**config.mk**
```make
export PLATFORM = sky130hd
export DESIGN_NAME = dram_req_queue
export DESIGN_NICKNAME = d
export VERILOG_FILES = /design/src/rtl/dram_pkg.sv /design/src/rtl/dram_req_fifo.sv /design/src/rtl/dram_req_queue.sv
export SDC_FILE = /design/constraint.sdc
export NUM_CORES = 1
export LEC_CHECK = 0
export CORE_ASPECT_RATIO = 0.75
export CORE_MARGIN = 1.5
export CORE_UTILIZATION = 25
export CTS_CLUSTER_SIZE = 20
export DETAILED_ROUTE_END_ITERATION = 6
export DONT_BUFFER_PORTS = 1
export GPL_ROUTABILITY_DRIVEN = 0
export SYNTH_ARGS = -nofsm -noshare
export SYNTH_HDL_FRONTEND = slang
export SYNTH_HIERARCHICAL = 1
export SYNTH_SLANG_ARGS = --single-unit
```
**constraint.sdc**
```tcl
create_clock -name CLK -period 12.4 [get_ports CLK]
set_input_delay 3.1 -clock CLK [delete_from_list [all_inputs] [get_ports CLK]]
set_output_delay 3.1 -clock CLK [all_outputs]
set_load 0.005 [all_outputs]
```
**src/rtl/dram_pkg.sv**
```systemverilog
// Shared definitions for the DRAM request path: line width, issue FSM state
// encoding and the request entry carried through the queue.
package dram_pkg;

   localparam int unsigned LINE_W  = 128;
   localparam int unsigned DRAM_AW = 32;

   // Issue FSM states
   typedef enum logic [1:0] {
      ST_IDLE   = 2'd0,
      ST_CMD    = 2'd1,
      ST_WAIT   = 2'd2,
      ST_RDWAIT = 2'd3
   } dram_state_e;

   // Request entry at the default address width
   typedef struct packed {
      logic               we;
      logic [DRAM_AW-1:0] adr;
      logic [LINE_W-1:0]  din;
   } dram_req_t;

endpackage

```
**src/rtl/dram_req_fifo.sv**
```systemverilog
// Generic synchronous FIFO with occupancy count.
// Ports: CLK, RST (async, active-high), push/din write side,
//        pop/dout read side (dout shows the head entry), cnt occupancy.
// Caller guarantees no push when full and no pop when empty.
module dram_req_fifo #(
   parameter int unsigned WIDTH = 8,
   parameter int unsigned DEPTH = 4
) (
   input  logic                     CLK,
   input  logic                     RST,
   input  logic                     push,
   input  logic [WIDTH-1:0]         din,
   input  logic                     pop,
   output logic [WIDTH-1:0]         dout,
   output logic [$clog2(DEPTH):0]   cnt
);

   localparam int unsigned PW = $clog2(DEPTH);
   localparam int unsigned CW = PW + 1;

   logic [WIDTH-1:0] mem [DEPTH];
   logic [CW-1:0]    wr_ptr;
   logic [CW-1:0]    rd_ptr;

   // Pointers carry one extra bit so full and empty are distinguishable
   always_ff @(posedge CLK or posedge RST) begin
      if (RST) begin
         wr_ptr <= '0;
         rd_ptr <= '0;
      end else begin
         if (push) wr_ptr <= wr_ptr + CW'(1);
         if (pop)  rd_ptr <= rd_ptr + CW'(1);
      end
   end

   // Storage
   always_ff @(posedge CLK) begin
      if (push) mem[wr_ptr[PW-1:0]] <= din;
   end

   assign dout = mem[rd_ptr[PW-1:0]];
   assign cnt  = wr_ptr - rd_ptr;

endmodule

```
**src/rtl/dram_req_queue.sv**
```systemverilog
// Request queue between user logic and the DRAM controller. Buffers line
// read/write requests and issues them one at a time; read data returns in
// request order with a one-cycle valid strobe.
// Ports: CLK, RST (async, active-high), calib_done;
//        user side U_REQ/U_WE/U_ADR/U_DIN/U_RDY, U_DOUT/U_DOUTVALID, U_CNT;
//        controller side D_ADR/D_DIN/D_WE/D_RE, D_BUSY/D_DOUT/D_DOUTVALID;
//        ERR sticky misalignment flag, present only when
//        DRAMQ_ALIGN_CHECK_EN is defined.
module dram_req_queue
   import dram_pkg::*;
#(
   parameter int unsigned DEPTH = 4,
   parameter int unsigned AW    = 32
) (
   input  logic                   CLK,
   input  logic                   RST,
   input  logic                   calib_done,
   input  logic                   U_REQ,
   input  logic                   U_WE,
   input  logic [AW-1:0]          U_ADR,
   input  logic [LINE_W-1:0]      U_DIN,
   output logic                   U_RDY,
   output logic [LINE_W-1:0]      U_DOUT,
   output logic                   U_DOUTVALID,
   output logic [$clog2(DEPTH):0] U_CNT,
   output logic [AW-1:0]          D_ADR,
   output logic [LINE_W-1:0]      D_DIN,
   output logic                   D_WE,
   output logic                   D_RE,
   input  logic                   D_BUSY,
   input  logic [LINE_W-1:0]      D_DOUT,
   input  logic                   D_DOUTVALID
`ifdef DRAMQ_ALIGN_CHECK_EN
   ,
   output logic                   ERR
`endif
);

   localparam int unsigned CW = $clog2(DEPTH) + 1;

   typedef struct packed {
      logic              we;
      logic [AW-1:0]     adr;
      logic [LINE_W-1:0] din;
   } entry_t;

   localparam int unsigned EW = $bits(entry_t);

   entry_t       wr_entry;
   entry_t       head;
   logic [EW-1:0] rd_vec;
   logic [CW-1:0] fifo_cnt;
   logic          push;
   logic          pop;

   dram_state_e       state_q, state_d;
   logic              rd_q, rd_d;
   logic              first_q, first_d;
   logic [AW-1:0]     adr_d;
   logic [LINE_W-1:0] din_d;
   logic              we_d;
   logic              re_d;
   logic [LINE_W-1:0] dout_d;
   logic              dvalid_d;

   // Queue side: addresses are always stored line aligned
   assign push         = U_REQ & U_RDY;
   assign wr_entry.we  = U_WE;
   assign wr_entry.adr = {U_ADR[AW-1:4], 4'h0};
   assign wr_entry.din = U_DIN;
   assign head         = entry_t'(rd_vec);
   assign U_CNT        = fifo_cnt;
   assign U_RDY        = (fifo_cnt != CW'(DEPTH));

   dram_req_fifo #(
      .WIDTH (EW),
      .DEPTH (DEPTH)
   ) u_fifo (
      .CLK  (CLK),
      .RST  (RST),
      .push (push),
      .din  (wr_entry),
      .pop  (pop),
      .dout (rd_vec),
      .cnt  (fifo_cnt)
   );

   // Issue FSM state and registered outputs
   always_ff @(posedge CLK or posedge RST) begin
      if (RST) begin
         state_q     <= ST_IDLE;
         rd_q        <= 1'b0;
         first_q     <= 1'b0;
         D_ADR       <= '0;
         D_DIN       <= '0;
         D_WE        <= 1'b0;
         D_RE        <= 1'b0;
         U_DOUT      <= '0;
         U_DOUTVALID <= 1'b0;
      end else begin
         state_q     <= state_d;
         rd_q        <= rd_d;
         first_q     <= first_d;
         D_ADR       <= adr_d;
         D_DIN       <= din_d;
         D_WE        <= we_d;
         D_RE        <= re_d;
         U_DOUT      <= dout_d;
         U_DOUTVALID <= dvalid_d;
      end
   end

   // Next state / next outputs. The first WAIT cycle never looks at D_BUSY:
   // the controller may only raise it a cycle after seeing the strobe.
   always_comb begin
      state_d  = state_q;
      rd_d     = rd_q;
      first_d  = 1'b0;
      adr_d    = D_ADR;
      din_d    = D_DIN;
      we_d     = 1'b0;
      re_d     = 1'b0;
      dout_d   = U_DOUT;
      dvalid_d = 1'b0;
      pop      = 1'b0;
      case (state_q)
         ST_IDLE: begin
            if (calib_done && !D_BUSY && (fifo_cnt != '0)) begin
               pop     = 1'b1;
               adr_d   = head.adr;
               din_d   = head.din;
               we_d    = head.we;
               re_d    = !head.we;
               rd_d    = !head.we;
               state_d = ST_CMD;
            end
         end
         ST_CMD: begin
            first_d = 1'b1;
            state_d = ST_WAIT;
         end
         ST_WAIT: begin
            if (rd_q && D_DOUTVALID) begin
               dout_d   = D_DOUT;
               dvalid_d = 1'b1;
               state_d  = ST_IDLE;
            end else if (!first_q && !D_BUSY) begin
               state_d = rd_q ? ST_RDWAIT : ST_IDLE;
            end
         end
         ST_RDWAIT: begin
            if (D_DOUTVALID) begin
               dout_d   = D_DOUT;
               dvalid_d = 1'b1;
               state_d  = ST_IDLE;
            end
         end
         default: state_d = ST_IDLE;
      endcase
   end

`ifdef DRAMQ_ALIGN_CHECK_EN
   // Sticky flag for any accepted misaligned request
   always_ff @(posedge CLK or posedge RST) begin
      if (RST)                                   ERR <= 1'b0;
      else if (push && (U_ADR[3:0] != 4'h0))     ERR <= 1'b1;
   end
`else
   logic unused_adr_lsb;
   assign unused_adr_lsb = ^U_ADR[3:0];
`endif

endmodule

```
After elaboration in Yosys (flattened, before gate mapping). Memory sizes are Yosys's and may differ from the RTL's. Cells that the tools add are included.

Reduce and logical (&&, ||, !) cells: 13. Bitwise operators: 1. Equality and inequality tests: 8. Add/subtract/negate cells: 3. Multiplexer cells: 21.

Operators by type and width (count): 128-bit 2-to-1 mux (2); 128-bit case mux with 2 select lines (1); 1-bit 2-to-1 mux (11); 2-bit 2-to-1 mux (5); 2-bit case mux with 4 select lines (1); 3-bit by 1-bit adder with 3-bit output, second input constant (2); 2-bit inequality test, second input constant (3); 3-bit inequality test, second input constant (2); 3-bit AND reduction (2); 2-bit equality test, second input constant (2); 1-bit logical AND (4); 1-bit zero test (3); 3-bit nonzero test (1); 3-bit subtractor (1); 2-bit by 1-bit equality test with 1-bit output, second input constant (1); 2-bit zero test (1); 1-bit case mux with 2 select lines (1); 2-bit AND reduction (1); 2-bit nonzero test (1); 1-bit bitwise AND (1).

Input port bits: 295. Output and inout bits: 295. RAM bits: 628. Word-level logic and storage cells: 58. Memories kept: 1. Flip-flop bits (word level): 301.

Memory list: u_fifo.mem (words 4, bits a word 157, rd ports 1, clocked after Yosys merged registers in 0, write ports 1, line dram_req_fifo.sv:21) `logic [WIDTH-1:0] mem [DEPTH];`.

Logic depth before layout (Yosys ltp). Gate-level depths: netlist of run 1.

Depth after elaboration: 5. Gate-level depth with buffers: 10. Mapped depth without buffers: 9.

Hierarchy. The synthesis of run 1 kept the hierarchy.

Modules (own cells, without submodules): dram_req_fifo (instances 1, sequential area each 19488.7 µm², area an instance 23562.6 µm², cells each 873); dram_req_queue (instances 1, sequential area each 7382.1 µm², area an instance 10996.8 µm², cells each 638).

Worst setup path before layout of run 1. Ideal clock, no wire load.

Path type: input-to-reg. From: input U_REQ. To: memory u_fifo/mem[3][0] in the netlist's numbering, enable pin. Library setup time: 541 ps. Data required time: 11859 ps. Slack: 4840 ps. Path buffers: 0. Arrival time: 7019 ps. Stages: 2. Path through: and2_1 and2_1.

Cells in the longest elaborated chain, start to end: 3.

RTL lines: start: declaration (line dram_req_queue.sv:18) `input logic U_REQ,`; 1-bit bitwise AND (line dram_req_queue.sv:67) `assign push = U_REQ & U_RDY;`; 1-bit 2-to-1 mux (line dram_req_fifo.sv:38) `if (push) mem[wr_ptr[PW-1:0]] <= din;`; 1-bit 2-to-1 mux (not written as such) (line dram_req_fifo.sv:38); end: declaration (line dram_req_fifo.sv:21).

No other way between the ends.

Worst setup path in the final report of run 1.
From: register u_fifo.rd_ptr[0]. To: output U_RDY.

Cells in the longest elaborated chain, start to end: 2.

RTL lines: start: declaration (line dram_req_fifo.sv:23) `logic [CW-1:0] rd_ptr;`; start signal: assignment (line dram_req_fifo.sv:32) `if (pop) rd_ptr <= rd_ptr + CW'(1);`; 3-bit subtractor (line dram_req_fifo.sv:42) `assign cnt = wr_ptr - rd_ptr;`; via U_CNT[2] (line dram_req_queue.sv:25) `output logic [$clog2(DEPTH):0] U_CNT,`; 3-bit inequality test (line dram_req_queue.sv:73) `assign U_RDY = (fifo_cnt != CW'(DEPTH));`; end: declaration (line dram_req_queue.sv:22) `output logic U_RDY,`.

The timed path passes the listed nets, and every way through them passes these cells.

==> run metrics, run 1 <==
Die ar. 140500 um^2; worst path cell trace ha_1, fa_1, xnor2_1, xnor2_1, nand2_1; most frequent cells in the layout edfxtp_1 (644), dfrtp_1 (299), mux2_2 (257); mux share of post-synthesis cell area 19.94%; Power Dens Cells 256.3 nW/um^2; Simple-Gate Fraction of Synth Area less than 1%; Final Hold Viols 0; first-pass GRT wire length 110900 um; Clock Skews 0.03447 ns; Die W 432.3 um; Most common cell on crit path xnor2_1; XOR/XNOR share of the synthesized area 0.1521%; io pins 590; Seq/Total Area, Yosys 77.75%; Inserted Clock Buffers 95; Synth Cell Area between 30000 and 40000 um^2; FF+latch count, synth 945; Layout Nets around 1900; WL final 75780 um; GRT Residual Overflow 0; CTS tree yes; Root Driver clkbuf_16; pin count of the biggest net entering global routing 84; worst r2r dst u_fifo/mem[3][63]; Slew Viols, Final 0; port buffer count 0; clock period minus worst slack 6.145 ns; slowest cell on the critical path dfrtp_4; worst hold endpoint u_fifo/rd_ptr[2]; RSZ-0062 raised after global routing false; Routed WL per cell about 22 um; Adder-Cell Fraction of Synth Area less than 1%; headroom to the max-slew limit 24.30%; Power Total 10.18 mW; most common cell after layout, fill and taps aside edfxtp_1; Max Root-Sink Buffers 3; Setup TNS Final 0 ns; final setup fails 0; kind of critical path flop to primary output; hpwl dp 46250 um; Initial DRC Count 685; Syn. warnings 6; Core Footprint 136400 um^2; crit-path max FO 46; row count 117; DRT Pass-1 Iters 4; ANT nets after route 0; FMAX 0.1627 GHz; Max Cap Viol 0; via/cell ratio 4.152; Die H 325.0 um; Hold-fix buffers, CTS 0; vias in the first global route 16400; startpoint types flop; post-place setup slack 6.582 ns; DR DRC count 0; area delta synth->final 14.93%; R2R cell count 8; final setup margin 6.255 ns; clock latency on the worst-skew pair 0.70 ns; initial antenna violation count 6; largest family of logic cells by synthesized area multiplexers; Max VDD drop 0.1445 mV; hold path start u_fifo/rd_ptr[2]; Tcrit/Tclk final 49.56%; P_leak 13.51 nW; layout cells sized above 1 a little over a third; Syn Inst Count 1511; Crit. Startpoint u_fifo/rd_ptr[0]; FF-to-FF Start u_fifo/rd_ptr[0]; mean post-synth cell area approximately 23 um^2; setup bufs post-CTS 0; post-synth cell types 29; number of synthesized flops with an enable pin 644; Num Clock Sinks roughly 950; Hold WC Path Type flop to flop; H-Tree Depth 3; Worst Path Arrival 3.05 ns; Initial Utilization 25.33%; Worst Path Required 9.30 ns; Primary FF master, synth edfxtp_1; reg2reg setup slack 7.59 ns; CP endpoint kind primary output; Synth Area in Compound Gates 0.1702%; Worst path max stage delay ~0.80 ns; via count 14550; ys async rst share 31.85%; worst-margin pin slew between 1 and 1.5 ns; WHS Path Cells 1; status finished, final reports clean; post-cts resize count 0; Reg clk slew, reported paths 0.06 ns; total global-route track usage 10.70%
where the power goes:
group	internal [mW]	total, mW	switching [mW]	leakage [nW]
logic	1.14	2.20	1.06	2.55
registers	4.50	5.18	0.680	9.47
clock network	1.57	2.80	1.23	1.50
flip-flops by register name (all words and copies together), names as in the netlist:
name and flops:
D_ADR 32, D_DIN 128, D_RE 1, D_WE 1
U_DOUT 128, U_DOUTVALID 1, first_q 1, rd_q 1
state_q 2, u_fifo/mem 644, u_fifo/rd_ptr 3, u_fifo/wr_ptr 3
logic make-up after synthesis:
| logic type | Yosys count |
|---|---|
| and+or+nand+nor | 16 |
| adders and majority gates | 7 |
| muxes | 451 |
| buffers and inverters | 77 |
| DFF | 945 |
| other | 1 |
| AOI/OAI and AO/OA | 8 |
| xor gates and xnor gates | 6 |
per-stage QoR:
step           instance area (um^2)  util, %  hold slack [ns]  instances
4_1_cts                       39710    29.11           0.5014       3502
3_5_place_dp                  36660    26.87           0.4888       3325
5_1_grt                       39710    29.11           0.5172       3503
2_1_floorplan                 34620        -           0.4619       1526
6_report                      39720    29.11           0.5030       3505
3_3_place_gp                  36660    26.87           0.4842       3325
layout make-up:
type	instances	area [um^2]
Clock inverter	37	349.1
Fill cell	13190	96720
Timing Repair Buffer	22	165.2
Tap cell	1844	2307
Antenna cell	3	7.507
Multi-Input combinational cell	504	7252
Inverter	10	52.55
Clock buffer	140	2708
Sequential cell	945	26880
critical path: cells and delay by family (launching register included):
| kind | cells | cell delay, ns |
|---|---|---|
| XOR/XNOR | 2 | 0.61 |
| adder cells (fa/ha/maj) | 2 | 0.74 |
| flip-flops | 1 | 0.80 |
| AND/OR/NAND/NOR | 1 | 0.17 |
worst max path at each step:
stage	to	slack, ns	depth (start not counted)
final	U_RDY	6.25	5
after global routing	U_RDY	5.99	5
after CTS	U_RDY	6.08	5
after detailed placement	u_fifo/mem[3][37]	6.58	3
after global placement	u_fifo/mem[0][35]	6.68	3
after floorplan	D_ADR[0]	1.15	1
cell usage after synthesis (2+ instances only):
library cell  instances  area [um^2]
edfxtp_1            644        19340
dfrtp_1             301         7532
mux2_2              257         2894
mux4_2              161         3626
mux2_1               33        371.6
buf_2                31        155.2
buf_6                17        191.4
buf_4                 9        67.56
inv_1                 9        33.78
clkbuf_1              6        22.52
ha_1                  6        75.07
and2_1                5        31.28
nand2_1               5        18.77
nor2_1                5        18.77
buf_1                 3        11.26
xnor2_1               3        26.28
xor2_1                3        26.28
o21ai_0               2        10.01
layer usage:
| metal | share of wire (%) | vias up | track usage, % |
|---|---|---|---|
| li1 | - | 6190 | - |
| met1 | 37 | 7842 | 11.62 |
| met2 | 53 | 384 | 18.95 |
| met3 | 7.4 | 134 | 4.231 |
| met4 | 2.6 | 2 | 3.422 |
| met5 | 0.017 | - | 0 |
(Power assumes the default switching activity.)
==> run 2, diff against run 1 <==
clock period = 5.3 ns   (was 12.4 ns; I/O delays follow)
==> run metrics, run 2 (synthesis gave the netlist of run 1 again) <==
status finished, final reports clean; Worst Path Arrival between 2 and 3 ns; Initial DRC Count 690; io pins 590; Hold-fix buffers, CTS 0; headroom to the max-slew limit 37.37%; Buf/Inv on CP 0; Clock Skews 0.02658 ns; hpwl dp about 48000 um; Core Footprint ~140000 um^2; Die W 432.3 um; Max VDD drop 0.3703 mV; clock latency on the worst-skew pair 0.71 ns; Worst path max stage delay 0.78 ns; Final Hold Viols 0; startpoint types flop; cell family with most CP delay flip-flops; worst path cell trace ha_1, fa_1, xnor2_1, xnor2_1, nand2_1; setup bufs post-CTS 0; P_leak 13.64 nW; Tcrit/Tclk final 80.17%; post-cts resize count 0; Power Dens Cells roughly 600 nW/um^2; Slew Viols, Final 0; first-pass GRT wire length 112400 um; Worst Path Required 3.97 ns; Setup TNS Final 0 ns; worst-margin pin slew ~0.94 ns; Max Cap Viol 0; most frequent cells in the layout edfxtp_1 (644), dfrtp_1 (299), mux2_2 (257); via count 14640; Largest register FFs 644; crit-path max FO 40; area delta synth->final 15.91%; Die ar. 140500 um^2; kind of critical path flop to primary output; DR DRC count 0; CP endpoint kind primary output; final setup fails 0; row count 117; Most common cell on crit path xnor2_1; GRT Residual Overflow 0; total global-route track usage 10.92%; Layout Nets 1886; port buffer count 0; pin count of the biggest net entering global routing 130; RSZ-0062 raised after global routing false; Routed WL per cell 22.08 um; Max Root-Sink Buffers 3; FMAX 0.2354 GHz; slowest cell on the critical path dfrtp_4; vias in the first global route 16150; Cell Area, Placed 36890 um^2; ANT nets after route 0; clock period minus worst slack 4.249 ns; Initial Utilization 25.33%; reg2reg setup slack 1.38 ns; final instance area 40060 um^2; layout cells sized above 1 a little over a third; Reg clk slew, reported paths 0.06 ns; DRT Pass-1 Iters 4; WL final 77590 um; Inserted Clock Buffers 96; via/cell ratio 4.166; Hold WC Path Type input port to asynchronous set/reset pin; Root Driver clkbuf_16; initial antenna violation count 5; H-Tree Depth 3; CTS tree yes; most common cell after layout, fill and taps aside edfxtp_1; Num Clock Sinks ~950; Die H 325.0 um
run 2: changes by cell type in the layout (fill, tap and decap cells not counted), sizes merged:
cell      change
inv           +1
clkinv        -3
clkinvlp      +5
bufinv        +3
diode         +1
clkbuf        -3
buf           +5
run 2: worst paths after layout:
kind,startpoint,to,depth (start not counted)
worst max-delay path,u_fifo/rd_ptr[0],U_RDY,5
worst min-delay path,RST,u_fifo/rd_ptr[2],1
worst max register to register,u_fifo/rd_ptr[0],u_fifo/mem[1][64],8
worst min register to register,u_fifo/wr_ptr[2],u_fifo/wr_ptr[2],1
max in group asynchronous,RST,D_DIN[89],2
min in group CLK,u_fifo/wr_ptr[2],u_fifo/wr_ptr[2],1
run 2: worst register-to-register path: stages, from the launching register on:
cell and delay [ns]:
dfrtp_4 0.99, ha_1 0.32, fa_1 0.42, inv_1 0.15
nor2_1 0.07, nand2_1 0.10, and2_1 0.33, and2_4 0.64
buf_4 0.51
run 2: cell type report:
cell class / instances / area (um^2)
fill: 13130 / 96380
sequential: 945 / 26880
multi-input combinational: 504 / 7252
clock buffer: 137 / 2719
tap: 1844 / 2307
clock inverter: 43 / 440.4
timing repair buffer: 27 / 402.9
inverter: 10 / 48.80
antenna: 4 / 10.01
run 2: through the flow:
stage               utilization (%)  setup slack [ns]  hold slack [ns]  std cells  power [mW]
floorplan                         -           0.05788           0.4619       1526       15.89
global placement              27.04             1.281           0.4898       3330       17.61
detailed placement            27.04             1.297           0.4875       3330       17.86
CTS                           29.35            0.9257           0.3708       3510       24.72
global route                  29.36            0.8254           0.3912       3511       25.47
finish                        29.36             1.051           0.4424       3514       24.21
run 2: power by group:
part | total (mW) | switching, mW | internal, mW
clock network | 6.75 | 2.90 | 3.86
logic | 5.31 | 2.53 | 2.77
registers | 12.2 | 1.64 | 10.5
run 2: metal layers:
metal  share of wire (%)  track usage (%)  vias up
li1                    -                -     6197
met1                  37            11.86     7926
met2                  53            19.44      395
met3                 8.0            4.305      119
met4                 2.3            3.284        2
met5               0.023                0        -
==> edit 1 (config.mk and constraints of run 1) <==
The 4 states of `dram_state_e` get a one-hot encoding in 4 bits.
--- a/src/rtl/dram_pkg.sv
+++ b/src/rtl/dram_pkg.sv
@@ -6,11 +6,11 @@
    localparam int unsigned DRAM_AW = 32;
 
    // Issue FSM states
-   typedef enum logic [1:0] {
-      ST_IDLE   = 2'd0,
-      ST_CMD    = 2'd1,
-      ST_WAIT   = 2'd2,
-      ST_RDWAIT = 2'd3
+   typedef enum logic [3:0] {
+      ST_IDLE   = 4'b0001,
+      ST_CMD    = 4'b0010,
+      ST_WAIT   = 4'b0100,
+      ST_RDWAIT = 4'b1000
    } dram_state_e;
 
    // Request entry at the default address width
Formal check against the unedited RTL: same outputs for any inputs over 4 cycles, from zero or initial values and one cycle with RST high; so few cycles prove little.
==> edit 1 against run 1 <==
Critical endpoint unchanged; power is 0.62% lower; die area is 3.5% higher; sequential cell count is 2 higher; setup slack better by 0.12 ns; count of clock-buffer cells in the layout is 7 lower; first-iteration DRC count is 13% higher; wire length is 2.9% higher; final area is 2.6% higher; largest power group unchanged; area after synthesis is 3.6% higher.
==> edit 1: results (changes against run 1) <==
Status = complete, no violations
Peak supply drop = 149.5 µV (+3.4%)
Synth area leaders = edfxtp_1 54%, dfrtp_1 21%, mux4_2 10%
Critical Path AT = 2.93 ns (-0.12 ns)
Layout cells sized above 1 = 36.47% (+0.71 points)
Total placed instance area = 0.03762 mm² (+2.6%)
Synth Area in XOR/XNOR = 0.1468% (-0.0053 points)
Worst Path Max Fanout = 43 (-6.5%)
Initial antenna violation count = 2 (-4)
Post-Place Worst Slack = 6.653 ns (+0.07060 ns)
TritonCTS buffer count = 94 (-1.1%)
Final clock skew = 0.02409 ns (-0.01038 ns)
HPWL Detailed = 46070 µm (-0.39%)
1st-iter DRT viols = 772 (+13%)
Fillers = 13850 (+5.0%)
Async SR Flop Fraction = 32.00% (+0.14 points)
Vias in the first global route = 16050 (-2.2%)
Final wirelength = 77990 µm (+2.9%)
Syn_area_per_cell = 23.49 µm² (+2.7%)
Global Route Usage Sum = 10.36% (-0.35 points)
Compound-Gate Fraction of Synth Area = 0.1538% (-0.016 points)
Wire length per cell = 21.91 µm (+1.3%)
Adder-Cell Fraction of Synth Area = 0.2657% (-0.0095 points)
Met1 usage = 10.83% (-0.80 points)
Nets = 1889 (+0.48%)
Met3 usage = 4.465% (+0.23 points)
DP Cell Count = 3382 (+1.7%)
Post-synthesis mux area share = 21.35% (+1.4 points)
-- edit 1: changes by cell type after synthesis, moves of 2 or more --
cell / change
buf_6: +2
mux2_1: -14
mux2_2: -187
nor4bb_1: +2
nor2b_1: +3
buf_12: +22
buf_4: -8
buf_2: -13
mux2_4: +200
nor2_1: -2
-- edit 1: final timing paths --
kind / start / endpoint / slack (ns) / cells after the start
setup / recovery: u_fifo/rd_ptr[0] / U_RDY / 6.37 / 5
hold / removal: u_fifo/wr_ptr[2] / u_fifo/wr_ptr[2] / 0.49 / 1
setup reg to reg: u_fifo/rd_ptr[0] / D_DIN[101] / 7.45 / 9
hold reg to reg: u_fifo/wr_ptr[2] / u_fifo/wr_ptr[2] / 0.49 / 1
max in group asynchronous: RST / D_DIN[114] / 7.79 / 3
min in group asynchronous: RST / u_fifo/rd_ptr[0] / 2.20 / 1
-- edit 1: power by group --
part,switching (µW),internal [µW]
clock network,1230,1600
logic,1040,1230
registers,621,4400
-- edit 1: cell type report --
class	count	area, µm²	share of cell area [%]
flip-flops and latches	947	26930	66.11
multi-input cells	515	8124	19.94
clock buffers	133	2639	6.478
well taps	1891	2366	5.808
clock inverters	43	466.7	1.146
repair buffers	20	162.7	0.3993
inverters	9	41.29	0.1014
diodes	2	5.005	0.01229
-- edit 1: cell families after synthesis --
logic type,Yosys count
AO/OA/AOI/OAI,6
XOR/XNOR,6
adder cells (fa/ha/maj),7
buffers and inverters,77
flip-flops,947
multiplexers,451
other,1
AND/OR/NAND/NOR,29
-- edit 1: metal layers --
layer / wire [µm] / vias to the layer above
met5: 0 / -
met4: 1789 / 0
met3: 6844 / 105
met2: 41490 / 484
met1: 27870 / 7827
li1: - / 6210
==> edit 2 (config.mk and constraints of run 1) <==
Made on the original files. `DEPTH` is set to 4 in 2 places; all go to 8.
--- a/src/rtl/dram_req_fifo.sv
+++ b/src/rtl/dram_req_fifo.sv
@@ -4,7 +4,7 @@
 // Caller guarantees no push when full and no pop when empty.
 module dram_req_fifo #(
    parameter int unsigned WIDTH = 8,
-   parameter int unsigned DEPTH = 4
+   parameter int unsigned DEPTH = 8
 ) (
    input  logic                     CLK,
    input  logic                     RST,
--- a/src/rtl/dram_req_queue.sv
+++ b/src/rtl/dram_req_queue.sv
@@ -9,7 +9,7 @@
 module dram_req_queue
    import dram_pkg::*;
 #(
-   parameter int unsigned DEPTH = 4,
+   parameter int unsigned DEPTH = 8,
    parameter int unsigned AW    = 32
 ) (
    input  logic                   CLK,
Interface: changed (resized U_CNT); port bits go from 590 to 591. No check against the original RTL was run, so the function may have changed too.
==> edit 2 against run 1 <==
Worst hold slack got worse by 0.010 ns; final area is 75% higher; critical path depth is 1 higher; combinational power is 98% higher; setup slack worse by 0.30 ns; clock power increased by 83%; wire length is 85% higher; power grew 69%; sequential cell count grew 646; clock skew grew 0.042 ns; area after synthesis grew 74%; synthesized cell count grew 91%; via count rose by 86%; critical path type unchanged; critical endpoint unchanged.
==> edit 2: results (changes against run 1) <==
TritonCTS buffer count = 168 (+77%)
Post-synth EDFFs = 1288 (+100%)
Peak supply drop = 128.6 µV (-11%)
HPWL Detailed = 81960 µm (+77%)
First-pass GRT wire length = 202400 µm (+83%)
Htree depth = 4 (+1)
Max frequency = 0.1552 GHz (-4.6%)
Total placed instance area = 0.06408 mm² (+75%)
Yosys cell types = 33 (+14%)
Leakage = 0.02352 µW (+74%)
First drt pass iteration count = 5 (+1)
Crit path launch = u_fifo/rd_ptr[1]
Reg2reg end = D_DIN[77]
Synth cell count leaders = 1288 x edfxtp_1, 490 x nand2_1, 322 x mux4_2, 303 x dfrtp_1, 211 x mux2_2
R2R Setup Slk = 6.75 ns (-0.84 ns)
DP Cell Count = 6059 (+82%)
CTS Buffer Depth = 4 (+1)
Wire length per cell = 21.95 µm (+1.5%)
Syn Inst Count = 2885 (+91%)
Vias in the first global route = 28340 (+73%)
Status = complete, no violations
CP max stage delay = 0.72 ns (-0.08 ns)
Family with the most delay on the worst path = XOR/XNOR gates
Synth area leaders = edfxtp_1 64%, dfrtp_1 13%, mux4_2 12%
Min Hold Slack = 0.4929 ns (-0.01011 ns)
Final Core Density = 29.19% (+0.076 points)
edit 2: cell type report:
class | instances | area share (%)
flip-flops and latches | 1591 | 66.40
inverters | 10 | 0.08978
clock buffers | 226 | 6.777
clock inverters | 74 | 1.210
diodes | 15 | 0.05387
well taps | 3218 | 5.778
repair buffers | 63 | 0.7506
multi-input cells | 1177 | 18.94
edit 2: logic make-up (layout without fill, tap and decap cells):
family                   after synthesis  in the layout  synth area share, %
AO/OA/AOI/OAI                          9              9               0.1309
XOR/XNOR                               9              9               0.1309
adder cells (fa/ha/maj)                6              6               0.1371
buffers and inverters                148            373                1.583
flip-flops                          1591           1591                76.82
multiplexers                         612            612                17.96
other                                  1             47             0.006227
AND/OR/NAND/NOR                      509            509                3.233
edit 2: report_power, final:
part           switching [µW]  total, µW  leakage [µW]  internal (µW)
logic                    2370       4360       0.00544           1990
registers                 670       7740        0.0153           7070
clock network            2100       5120       0.00275           3020
total                    5140      17200        0.0235          12100
edit 2: layer usage:
layer	wire [µm]	vias up	global-route usage, %	part of all wire [%]
met5	0	-	0	0
met4	4058	0	3.779	2.9
met3	9967	212	3.181	7.1
met2	67990	816	18.60	49
met1	57910	14450	14.12	41
li1	-	11590	-	-
edit 2: worst min path at each step:
stage | depth (start not counted) | endpoint | start
after detailed placement | 1 | u_fifo/wr_ptr[3] | u_fifo/wr_ptr[3]
after floorplan | 1 | u_fifo/wr_ptr[3] | u_fifo/wr_ptr[3]
after global placement | 1 | u_fifo/wr_ptr[3] | u_fifo/wr_ptr[3]
after global routing | 1 | u_fifo/rd_ptr[3] | u_fifo/rd_ptr[3]
final | 1 | u_fifo/wr_ptr[3] | u_fifo/wr_ptr[3]
after CTS | 1 | u_fifo/wr_ptr[3] | u_fifo/wr_ptr[3]
